<file path="src/rtl/window_peak_finder_pkg.sv">
// rtl/window_peak_finder_pkg.sv - default geometry, derived widths and stage-1 payload for window_peak_finder
package window_pkg;
    localparam int DEF_W    = 8;
    localparam int DEF_N    = 16;
    localparam int DEF_L    = 80;
    localparam int DEF_ROWS = 150;

    localparam int COLSUM_W = DEF_W + $clog2(DEF_N);
    localparam int WINSUM_W = DEF_W + 2 * $clog2(DEF_N);
    localparam int COL_W    = $clog2(DEF_L);
    localparam int ROW_W    = $clog2(DEF_ROWS);

    // Fields are sized for the default geometry; smaller L/ROWS overrides zero-extend into them.
    typedef struct packed {
        logic [COLSUM_W-1:0] sum;
        logic [COL_W-1:0]    col;
        logic [ROW_W-1:0]    row;
        logic                last;
    } col_beat_t;
endpackage

</file>
<file path="src/rtl/window_peak_finder_if.sv">
// rtl/window_peak_finder_if.sv - column beat input and peak result handshake bundle
interface window_peak_finder_if #(
    parameter int W    = window_pkg::DEF_W,
    parameter int N    = window_pkg::DEF_N,
    parameter int L    = window_pkg::DEF_L,
    parameter int ROWS = window_pkg::DEF_ROWS
);
    logic                        col_valid;
    logic [N*W-1:0]              col_px;
    logic                        frame_restart;
    logic                        peak_valid;
    logic                        peak_ready;
    logic [W+2*$clog2(N)-1:0]    peak_sum;
    logic [$clog2(L)-1:0]        peak_col;
    logic [$clog2(ROWS)-1:0]     peak_row;
    logic                        peak_overrun;

    modport master (
        output col_valid, col_px, frame_restart, peak_ready,
        input  peak_valid, peak_sum, peak_col, peak_row, peak_overrun
    );

    modport slave (
        input  col_valid, col_px, frame_restart, peak_ready,
        output peak_valid, peak_sum, peak_col, peak_row, peak_overrun
    );
endinterface

</file>
<file path="src/rtl/window_peak_finder_column_adder.sv">
// rtl/window_peak_finder_column_adder.sv - combinational balanced adder tree summing one N-pixel column
module column_adder #(
    parameter int W = window_pkg::DEF_W,
    parameter int N = window_pkg::DEF_N
) (
    input  logic [N*W-1:0]         px_i,
    output logic [W+$clog2(N)-1:0] sum_o
);
    localparam int SW = W + $clog2(N);

    // Pairwise reduction in place: after each level, lvl[i] holds the sum of a 2*step-wide group.
    always_comb begin
        logic [SW-1:0] lvl [N];
        for (int i = 0; i < N; i++) begin
            lvl[i] = SW'(px_i[W*i +: W]);
        end
        for (int step = 1; step < N; step = step * 2) begin
            for (int i = 0; i < N; i = i + 2 * step) begin
                lvl[i] = lvl[i] + lvl[i + step];
            end
        end
        sum_o = lvl[0];
    end
endmodule

</file>
<file path="src/rtl/window_peak_finder.sv">
// rtl/window_peak_finder.sv - sliding NxN box-sum over column beats, reports brightest window once per frame
module window_peak_finder
    import window_pkg::*;
#(
    parameter int W    = DEF_W,
    parameter int N    = DEF_N,
    parameter int L    = DEF_L,
    parameter int ROWS = DEF_ROWS
) (
    input  logic               clk,
    input  logic               reset,
    window_peak_finder_if.slave bus
);
    localparam int CSW = W + $clog2(N);
    localparam int WSW = W + 2 * $clog2(N);
    localparam int CW  = $clog2(L);
    localparam int RW  = $clog2(ROWS);

    logic [CSW-1:0] col_sum;

    column_adder #(.W(W), .N(N)) u_column_adder (
        .px_i  (bus.col_px),
        .sum_o (col_sum)
    );

    logic [CW-1:0]  col_q, col_d;
    logic [RW-1:0]  row_q, row_d;
    logic           beat, col_end, row_end;

    logic           s1_valid_q, s1_valid_d;
    col_beat_t      s1_q, s1_d;
    logic [CW-1:0]  s1_col;
    logic [RW-1:0]  s1_row;
    logic [CSW-1:0] s1_sum;

    logic [CSW-1:0] hist_q [N];
    logic [CSW-1:0] hist_d [N];
    logic [WSW-1:0] win_q, win_d;
    logic           s2_valid_q, s2_valid_d, s2_last_q, s2_last_d;
    logic [CW-1:0]  s2_col_q, s2_col_d;
    logic [RW-1:0]  s2_row_q, s2_row_d;

    logic           have_best_q, have_best_d;
    logic [WSW-1:0] best_sum_q, best_sum_d;
    logic [CW-1:0]  best_col_q, best_col_d;
    logic [RW-1:0]  best_row_q, best_row_d;
    logic           better, load;

    logic           pv_q, pv_d, pover_q, pover_d;
    logic [WSW-1:0] psum_q, psum_d;
    logic [CW-1:0]  pcol_q, pcol_d;
    logic [RW-1:0]  prow_q, prow_d;

    assign beat    = bus.col_valid && !bus.frame_restart;
    assign col_end = (col_q == CW'(L - 1));
    assign row_end = (row_q == RW'(ROWS - 1));
    assign s1_col  = CW'(s1_q.col);
    assign s1_row  = RW'(s1_q.row);
    assign s1_sum  = CSW'(s1_q.sum);

    always_comb begin
        col_d      = col_q;
        row_d      = row_q;
        s1_valid_d = beat;
        s1_d       = s1_q;
        if (bus.frame_restart) begin
            col_d = '0;
            row_d = '0;
        end else if (beat) begin
            s1_d.sum  = COLSUM_W'(col_sum);
            s1_d.col  = COL_W'(col_q);
            s1_d.row  = ROW_W'(row_q);
            s1_d.last = col_end && row_end;
            if (col_end) begin
                col_d = '0;
                row_d = row_end ? '0 : row_q + 1'b1;
            end else begin
                col_d = col_q + 1'b1;
            end
        end
    end

    // Running window: add the new column, drop the one N columns back; history restarts each row.
    always_comb begin
        hist_d     = hist_q;
        win_d      = win_q;
        s2_valid_d = 1'b0;
        s2_last_d  = s2_last_q;
        s2_col_d   = s2_col_q;
        s2_row_d   = s2_row_q;
        if (bus.frame_restart) begin
            hist_d = '{default: '0};
            win_d  = '0;
        end else if (s1_valid_q) begin
            if (s1_col == '0) begin
                hist_d = '{default: '0};
                win_d  = WSW'(s1_sum);
            end else begin
                for (int i = N - 1; i > 0; i--) begin
                    hist_d[i] = hist_q[i-1];
                end
                win_d = win_q + WSW'(s1_sum) - WSW'(hist_q[N-1]);
            end
            hist_d[0]  = s1_sum;
            s2_valid_d = (s1_col >= CW'(N - 1));
            s2_last_d  = s1_q.last;
            s2_col_d   = s1_col - CW'(N - 1);
            s2_row_d   = s1_row;
        end
    end

    always_comb begin
        better      = !have_best_q || (win_q > best_sum_q);
        load        = s2_valid_q && s2_last_q && !bus.frame_restart;
        have_best_d = have_best_q;
        best_sum_d  = best_sum_q;
        best_col_d  = best_col_q;
        best_row_d  = best_row_q;
        pv_d        = pv_q;
        pover_d     = pover_q;
        psum_d      = psum_q;
        pcol_d      = pcol_q;
        prow_d      = prow_q;

        if (bus.frame_restart || load) begin
            have_best_d = 1'b0;
            best_sum_d  = '0;
            best_col_d  = '0;
            best_row_d  = '0;
        end else if (s2_valid_q && better) begin
            have_best_d = 1'b1;
            best_sum_d  = win_q;
            best_col_d  = s2_col_q;
            best_row_d  = s2_row_q;
        end

        if (load) begin
            pv_d   = 1'b1;
            psum_d = better ? win_q    : best_sum_q;
            pcol_d = better ? s2_col_q : best_col_q;
            prow_d = better ? s2_row_q : best_row_q;
            if (pv_q && !bus.peak_ready) begin
                pover_d = 1'b1;
            end
        end else if (pv_q && bus.peak_ready) begin
            pv_d = 1'b0;
        end
    end

    always_ff @(posedge clk) begin
        if (!reset) begin
            col_q       <= '0;
            row_q       <= '0;
            s1_valid_q  <= 1'b0;
            s1_q        <= '0;
            hist_q      <= '{default: '0};
            win_q       <= '0;
            s2_valid_q  <= 1'b0;
            s2_last_q   <= 1'b0;
            s2_col_q    <= '0;
            s2_row_q    <= '0;
            have_best_q <= 1'b0;
            best_sum_q  <= '0;
            best_col_q  <= '0;
            best_row_q  <= '0;
            pv_q        <= 1'b0;
            pover_q     <= 1'b0;
            psum_q      <= '0;
            pcol_q      <= '0;
            prow_q      <= '0;
        end else begin
            col_q       <= col_d;
            row_q       <= row_d;
            s1_valid_q  <= s1_valid_d;
            s1_q        <= s1_d;
            hist_q      <= hist_d;
            win_q       <= win_d;
            s2_valid_q  <= s2_valid_d;
            s2_last_q   <= s2_last_d;
            s2_col_q    <= s2_col_d;
            s2_row_q    <= s2_row_d;
            have_best_q <= have_best_d;
            best_sum_q  <= best_sum_d;
            best_col_q  <= best_col_d;
            best_row_q  <= best_row_d;
            pv_q        <= pv_d;
            pover_q     <= pover_d;
            psum_q      <= psum_d;
            pcol_q      <= pcol_d;
            prow_q      <= prow_d;
        end
    end

    assign bus.peak_valid   = pv_q;
    assign bus.peak_overrun = pover_q;
    assign bus.peak_sum     = psum_q;
    assign bus.peak_col     = pcol_q;
    assign bus.peak_row     = prow_q;
endmodule

</file>
<file path="src/flat_wrapper.sv">
// flat-port wrapper written by rule: the top's interface ports become plain ports
module window_peak_finder_flat import window_pkg::*;
#(
    parameter int W    = DEF_W,
    parameter int N    = DEF_N,
    parameter int L    = DEF_L,
    parameter int ROWS = DEF_ROWS
)
  (clk, reset, bus_col_valid, bus_col_px, bus_frame_restart, bus_peak_ready, bus_peak_valid, bus_peak_sum, bus_peak_col, bus_peak_row, bus_peak_overrun);
  window_peak_finder_if #(.W(W), .N(N), .L(L), .ROWS(ROWS)) bus_i ();
  input  logic clk;
  input  logic reset;
  input wire logic [$bits(bus_i.col_valid)-1:0] bus_col_valid;
  input wire logic [$bits(bus_i.col_px)-1:0] bus_col_px;
  input wire logic [$bits(bus_i.frame_restart)-1:0] bus_frame_restart;
  input wire logic [$bits(bus_i.peak_ready)-1:0] bus_peak_ready;
  output wire logic [$bits(bus_i.peak_valid)-1:0] bus_peak_valid;
  output wire logic [$bits(bus_i.peak_sum)-1:0] bus_peak_sum;
  output wire logic [$bits(bus_i.peak_col)-1:0] bus_peak_col;
  output wire logic [$bits(bus_i.peak_row)-1:0] bus_peak_row;
  output wire logic [$bits(bus_i.peak_overrun)-1:0] bus_peak_overrun;
  assign bus_i.col_valid = bus_col_valid;
  assign bus_i.col_px = bus_col_px;
  assign bus_i.frame_restart = bus_frame_restart;
  assign bus_i.peak_ready = bus_peak_ready;
  assign bus_peak_valid = bus_i.peak_valid;
  assign bus_peak_sum = bus_i.peak_sum;
  assign bus_peak_col = bus_i.peak_col;
  assign bus_peak_row = bus_i.peak_row;
  assign bus_peak_overrun = bus_i.peak_overrun;
  window_peak_finder #(.W(W), .N(N), .L(L), .ROWS(ROWS)) u_core (.clk(clk), .reset(reset), .bus(bus_i));
endmodule
</file>
<file path="config.mk">
export PLATFORM = sky130hd
export DESIGN_NAME = window_peak_finder_flat
export DESIGN_NICKNAME = d
export VERILOG_FILES = /design/src/rtl/window_peak_finder_pkg.sv /design/src/rtl/window_peak_finder_if.sv /design/src/rtl/window_peak_finder_column_adder.sv /design/src/rtl/window_peak_finder.sv /design/src/flat_wrapper.sv
export SDC_FILE = /design/constraint.sdc
export NUM_CORES = 1
export LEC_CHECK = 0
export ABC_AREA = 1
export BUFFER_PORTS_ARGS = -buffer_cell sky130_fd_sc_hd__buf_4
export CAP_MARGIN = 40
export CORE_ASPECT_RATIO = 0.7
export CORE_MARGIN = 2
export CORE_UTILIZATION = 50
export CTS_CLUSTER_SIZE = 40
export DETAILED_ROUTE_END_ITERATION = 12
export GPL_TIMING_DRIVEN = 0
export PLACE_DENSITY = 0.69
export REMOVE_ABC_BUFFERS = 1
export SYNTH_ARGS = -nofsm -noshare
export SYNTH_HDL_FRONTEND = slang
export SYNTH_SLANG_ARGS = --single-unit
export TNS_END_PERCENT = 100
</file>
<file path="constraint.sdc">
create_clock -name clk -period 7 [get_ports clk]
set_input_delay 0 -clock clk [delete_from_list [all_inputs] [get_ports clk]]
set_output_delay 0 -clock clk [all_outputs]
set_load 0.02 [all_outputs]
</file>
==> summary by stage, run 1 <==
Yosys
A synthesized cell averages 7.89 sq um. Counting every instance in the synthesized netlist gives 2177. The synthesized design contains 334 register bits. The number of enable flip-flop cells after synthesis is 0.

The area of the mapped netlist is 17200 sq um. The share of the Yosys chip area taken by registers is 0.390. The async set-or-reset flop fraction in the synthesized netlist is 0. The count of synthesis-stage warnings from yosys is 0. In the synthesized netlist the dominant register cell turns out to be sky130_fd_sc_hd__dfxtp_1. The number of distinct library cells after synthesis is 44.

Detailed routing
The final routed DRC violation total is 0. The final wirelength is 36.3 mm. The wire length per cell after detailed routing is 13.2 um.

The count of nets left with antenna violations once routing finished came out at 0. The number of DRC markers in iteration 0 is 1123. The routed layout has 13800 vias. The detailed-router iteration count before antenna repair is 7. Using the TritonRoute via totals, the vias-per-cell ratio works out to 5.04.

Setup path
The worst setup path is captured at a register. In this run the critical register-to-register path is captured at u_core.best_row_q[2]. Counting cells, the worst reg-to-reg path comes to 11. The reg-to-reg critical path startpoint is u_core.win_q[15]. The category of the most critical setup path is in2reg. The critical path arrival is 6060 ps.

The internal reg-to-reg setup slack is 2900 ps. The standard cell with the maximum stage delay on the critical path is sky130_fd_sc_hd__fa_1. The largest single stage delay on the critical path is 540 ps. Along the worst path, the maximum fanout reaches 4. The number of buffers and inverters on the critical path is 8. The gate family responsible for the most delay along the worst path is adder cells. The launching element type of the critical path is an input port.

Data on the critical path is required at its endpoint by 7460 ps.

Clocking
The count of hold buffers inserted by post-cts repair is 5. The clock passes through at most 3 buffers. After clock tree synthesis, the repair step resized 0 gates.

The clock latency reported for the late side of the worst-skew pair is 580 ps. The H-tree depth is 1. The tree built by TritonCTS fans out to 334 sinks. The number of setup buffers added after CTS is 0. The tree is rooted in a sky130_fd_sc_hd__clkbuf_16.

The TritonCTS clock tree is done. The number of buffers created by CTS is 31. After clock tree synthesis, the clock-pin slew on the worst setup and hold paths is 60 ps.

GRT
For this run, the total global-route usage over all layers was measured as 0.203. The via count of the first global-routing pass was 12900. The largest net degree at the start of global routing is 110. The number of antenna violations at the first check in global routing is 0. The first-pass GRT wire length is 61.2 mm. Global routing finished with a remaining overflow of 0.

Timing
The transition time of the tightest slew-check pin is 811 ps. Setup repair after global routing left no endpoint under its margin. Adding up every negative setup slack in the final design gives 0 ps. Measured against its own limit, the worst slew margin works out to 0.459.

Hold timing on the final database bottoms out at a slack of 95.0 ps. The maximum frequency from static timing analysis is 179 MHz. The clock skew after layout is 27.8 ps. The clock period minus final worst setup slack is 5600 ps. In the finished design, the share of the clock period the worst path needs comes to 0.800.

The count of pins over their slew limit is 0. Setup violations remaining at the end of the flow were counted as 0. The hold violation count in the final report is 0.

Placed design
The instance area after placement is 18700 sq um. Routability-driven placement finished with a final weighted congestion of 0.866. Detailed placement finished with a half-perimeter wire length of 25.2 mm.

The number of buffers inserted by port buffering is 165.

Cells and area
The post-layout instance area is 19800 sq um. Leaving out fill and tap cells, the most frequent cells in the layout are 544 x sky130_fd_sc_hd__nand2_1, 334 x sky130_fd_sc_hd__dfxtp_1, 323 x sky130_fd_sc_hd__a21oi_1. The repair_antennas step left the layout with diodes totalling 0. The net count reported at finish is 2593. Once layout is complete, the utilization of the core stands at 0.588. The most common cell after layout, fill and taps aside is sky130_fd_sc_hd__nand2_1. The layout-stage area growth over the synthesis result is 15.2%.

In the final layout, the share of cells above drive strength 1 is 0.110.

Power
The internal portion of the total power is 4.67 mW. In this run the power spent charging and discharging nets is 3.32 mW. The static leakage is 8.22 nW.

The proportion of power drawn by combinational gates is 0.544. Power spread over the standard cell area amounts to 404 nW/um^2. Power comes to 7.99 mW.

The clock network fraction of design power is 0.211. Across the VDD grid, the largest voltage drop is 0.000697 V. The switching power as a share of total power is 0.415. The share of power burned in registers is 0.245.

Min path
The worst hold path belongs to the class in2reg. For hold timing, the worst endpoint is u_core.s1_sum[1]. The source of the worst hold timing path is bus_col_px[120].

The worst hold path was traced through 5 stages.

Floorplanning
The width of the chip is 225 um. The area enclosed by the die boundary is 35900 sq um. The initial utilization of the core area, before any placement, comes to 0.510. The die is 159 um tall. The placeable core area is 33600 sq um. After floorplanning, the core was divided into 56 placement rows. For this design the top-level I/O count stands at 166.

Flow run
Across the run, the number of max-cap violations was 0.

Status
The run finished with clean final reports.
[cells by family (layout without fill, tap and decap cells)]
logic type      Yosys count  count (layout)  share of synthesized area
compound gates          451             451                      0.136
xor+xnor                 24              24                     0.0122
fa+ha+maj               179             179                      0.180
buf+inv                 420             548                     0.0977
flops                   334             334                      0.390
simple gates            769             769                      0.184
[registers in the layout (all words and copies together), names as in the netlist]
name and count:
u_core.hist_q 192, u_core.best_sum_q 16, u_core.bus.peak_sum 16, u_core.win_q 16, u_core.s1_sum 12, u_core.best_row_q 8, u_core.bus.peak_row 8, u_core.row_q 8
u_core.s1_row 8, u_core.s2_row_q 8, u_core.best_col_q 7, u_core.bus.peak_col 7, u_core.col_q 7, u_core.s1_col 7, u_core.s2_col_q 7, u_core.bus.peak_overrun 1
u_core.bus.peak_valid 1, u_core.have_best_q 1, u_core.s1_q 1, u_core.s1_valid_q 1, u_core.s2_last_q 1, u_core.s2_valid_q 1
[final cells by class]
| type | count | area, sq um |
|---|---|---|
| well taps | 435 | 544 |
| inverters | 311 | 1180 |
| flip-flops and latches | 334 | 6690 |
| clock inverters | 9 | 80.1 |
| multi-input cells | 1423 | 8810 |
| clock buffers | 48 | 950 |
| fillers | 2991 | 13900 |
| repair buffers | 180 | 1520 |
[synthesized netlist by cell type (all sizes together) (4+ instances only)]
cell type  count  area share
fa           114        0.13
nand3         93       0.028
o21ai        104       0.031
buf           43       0.015
ha            65       0.047
a221oi         4      0.0024
a21o           5      0.0022
nand2        550        0.12
nor3          11      0.0048
xor2          17      0.0087
xnor2          7      0.0036
dfxtp        334        0.39
inv          311       0.068
o21bai         4      0.0017
clkbuf        66       0.014
a31oi          5      0.0018
nor2         104       0.025
a21oi        323       0.094
[metal layers]
metal  vias up  GRT usage  share of wire
met5         -          0              0
met4         0     0.0464          0.021
met3        61     0.0321          0.056
met2       332      0.320           0.45
met1      6347      0.292           0.47
li1       7058          -              -
[stage by stage]
step / setup WS [ps] / instances
final: 1400 / 2740
after detailed placement: 829 / 2678
after floorplan: 1410 / 2068
after global placement: 506 / 2668
after CTS: 1400 / 2740
after global routing: 985 / 2740
[how the worst max path moves through the flow]
| stage | endpoint | start | depth (start not counted) |
|---|---|---|---|
| after floorplan | u_core.s1_sum[10] | bus_col_px[0] | 27 |
| final | u_core.s1_sum[10] | bus_col_px[0] | 28 |
| after global placement | u_core.s2_row_q[4] | u_core.s1_valid_q | 5 |
| after CTS | u_core.s1_sum[10] | bus_col_px[0] | 28 |
| after detailed placement | u_core.s1_sum[10] | bus_col_px[0] | 28 |
| after global routing | u_core.s1_sum[10] | bus_col_px[0] | 28 |
[tightest hold or removal path, cell delays in order]
cell	delay [ps]
sky130_fd_sc_hd__buf_4	90
sky130_fd_sc_hd__fa_1	170
sky130_fd_sc_hd__ha_1	140
sky130_fd_sc_hd__o21ai_0	90
sky130_fd_sc_hd__a21oi_1	120
[power groups by stage]
stage	registers (mW)	clock network, mW	logic [mW]
6_report	1.96	1.68	4.34
5_1_grt	1.96	1.80	5.11
4_1_cts	1.96	1.72	4.37
3_5_place_dp	2.00	0	4.34
3_3_place_gp	2.00	0	4.21
2_1_floorplan	2.00	0	3.41
No activity file was read; power rests on OpenSTA's default activity.
==> inputs of run 2 (changes only) <==
- clock period: 7 -> 5.7 ns (I/O delays scaled with it)
==> run 2 against run 1 <==
Against the previous run:
- largest cell class unchanged
- count of clock-buffer cells in the layout did not move
- clock skew rose by 2.1 ps
- sequential share of layout area barely moved
- setup slack got worse by 1100 ps
- global-route usage did not move
- die area did not move
- critical path type unchanged
- critical endpoint is now u_core.s1_sum[9]
- highest routed layer unchanged
==> summary by stage, run 2 (synthesis gave the netlist of run 1 again) <==
GRT
The first global-routing pass estimated 61.2 mm of wire. The met2 track utilization from global routing is 0.320. The number of antenna violations at the first check in global routing is 0. Entering global routing, the biggest net connects 110 pins. The residual overflow from global routing is 0. The layer flagged by global routing as most heavily used is met2.

For this run, global-route usage on met3 was measured as 0.0321. Across every metal layer, demand over resource in global routing totals 0.203. For met1 alone, demand over resource in global routing was 0.292. The via count of the first global-routing pass was 12900.

Detailed routing
The final routed DRC violation total is 0. The final route contains 13800 vias. In the final routed layout, each cell accounts on average for 13.2 um. The count of nets left with antenna violations once routing finished came out at 0. The first detailed-routing pass ran for 5 iterations. Summed over all layers, the routed wires come to 36.2 mm. The number of DRC markers in iteration 0 is 1124. Dividing the detail-routed via count by the number of cells gives 5.03.

Cells and area
The layout-stage area growth over the synthesis result is 15.4%. The register with the most flip-flops in the layout has 192 of them. The net count reported at finish is 2593. With fillers left out, the area of the finished cells amounts to 19800 sq um.

In the layout the commonest cells are 544 x sky130_fd_sc_hd__nand2_1, 334 x sky130_fd_sc_hd__dfxtp_1, 323 x sky130_fd_sc_hd__a21oi_1. In the final layout, the share of cells above drive strength 1 is 0.112. The most common cell after layout, fill and taps aside is sky130_fd_sc_hd__nand2_1. The number of antenna diodes in the final layout is 0. The most flop-heavy register is u_core.hist_q.

The final cell utilization of the core is 0.589.

Setup path
The standard cell with the maximum stage delay on the critical path is sky130_fd_sc_hd__fa_1. The sort of element at the end of the critical path is a register. Along the worst path, the maximum fanout reaches 4. For this run, the slowest stage of the critical path takes 570 ps. Data arrives at the worst endpoint at 5830 ps. The cell occurring most often along the worst timing path is sky130_fd_sc_hd__nand2_1. The category of the most critical setup path is in2reg. The data required time at the worst endpoint is 6160 ps. The launching element type of the critical path is an input port.

Placed design
The routability congestion estimate is 0.866. Before CTS, the worst setup slack after placement is -471 ps. Input and output buffers added on the ports amount to 165.

The placed instances occupy a cell area of 18700 sq um. The placed wire-length estimate is 25.2 mm.

Clocking
The TritonCTS sink count is 334. The maximum clock path buffer count is 3. The root buffer cell chosen for the clock tree is sky130_fd_sc_hd__clkbuf_16.

TritonCTS built the clock tree. The H-tree depth is 1. TritonCTS created 31 clock buffers.

The clock latency reported for the late side of the worst-skew pair is 580 ps. The clock transition at the registers of the reported paths is 60 ps. The number of setup buffers added after CTS is 0.

Floorplanning
For this design the top-level I/O count stands at 166. After floorplanning, the core was sized to cover 33600 sq um. From bottom edge to top edge, the die measures 159 um. The area enclosed by the die boundary is 35900 sq um. For this configuration, the core starts out at a cell density of 0.510.

In this run the horizontal extent of the chip is 225 um. After floorplanning, the core was divided into 56 placement rows.

Timing
The hold violation count in the final report is 0. The count of pins over their slew limit was 0. The final clock period utilization by the worst path is 0.942. The transition time of the tightest slew-check pin is 813 ps.

The maximum frequency from static timing analysis is 186 MHz. Setup repair after global routing left no endpoint under its margin. The clock period minus final worst setup slack is 5370 ps. The clock skew after layout is 29.9 ps. The setup TNS after final layout is 0 ps. The least setup slack across all paths after layout is 330 ps. The headroom to the max-slew limit is 0.458. Hold is met by 95.4 ps. The total setup violations reported at the end of the flow is 0.

Status
The run finished with clean final reports.

Power
The power per standard cell area is 507 nW/um^2. The worst vdd rail ir drop is 0.000954 V. The static leakage is 8.23 nW.

Min path
The kind of path behind the tightest hold check is in2reg.

Flow run
The reported max-cap violation count is 0.
==> run 2: layer usage <==
layer  share of wire  routed length (um)  vias to the layer above
met2            0.45               16400                      315
met3           0.054                1950                       61
met5               0                   0                        -
met1            0.47               17100                     6354
met4           0.020                 739                        0
li1                -                   -                     7059
==> run 2: critical path: cells and delay by family <==
family | cells | cell delay (ps)
XOR/XNOR | 1 | 140
adder cells (fa/ha/maj) | 9 | 4110
AND/OR/NAND/NOR | 8 | 560
buffers and inverters | 8 | 470
AO/OA/AOI/OAI | 4 | 560
==> run 2: worst paths after layout <==
| check | from | slack, ps | cells after the start | end |
|---|---|---|---|---|
| hold / removal | bus_col_px[120] | 100 | 5 | u_core.s1_sum[1] |
| hold reg to reg | u_core.hist_q[64] | 440 | 2 | u_core.hist_q[52] |
| setup reg to reg | u_core.win_q[15] | 1580 | 11 | u_core.best_row_q[2] |
| setup / recovery | bus_col_px[0] | 330 | 30 | u_core.s1_sum[9] |
==> run 2: area by class of cell <==
class                           count  area (sq um)
Clock inverter                      9          80.1
Clock buffer                       48           950
Sequential cell                   334          6690
Inverter                          311          1180
Multi-Input combinational cell   1423          8840
Fill cell                        2988         13800
Tap cell                          435           544
Timing Repair Buffer              180          1520
==> run 2: stage by stage <==
step / std cells / power, mW
2_1_floorplan: 2068 / 6.63
3_3_place_gp: 2668 / 7.63
3_5_place_dp: 2678 / 7.78
4_1_cts: 2740 / 9.89
5_1_grt: 2740 / 11.1
6_report: 2740 / 10.0
==> run 2: repair_timing <==
action                                  CTS  global route
gates resized for setup                   0             6
hold endpoints to repair                 63             0
hold buffers                              5             0
endpoints found under the setup margin    0             5
==> run 2: power by group <==
group | switching (mW) | internal, mW | leakage [nW]
Clock | 0.881 | 1.19 | 0.511
Sequential | 0.0252 | 2.38 | 2.70
Combinational | 3.27 | 2.31 | 5.02
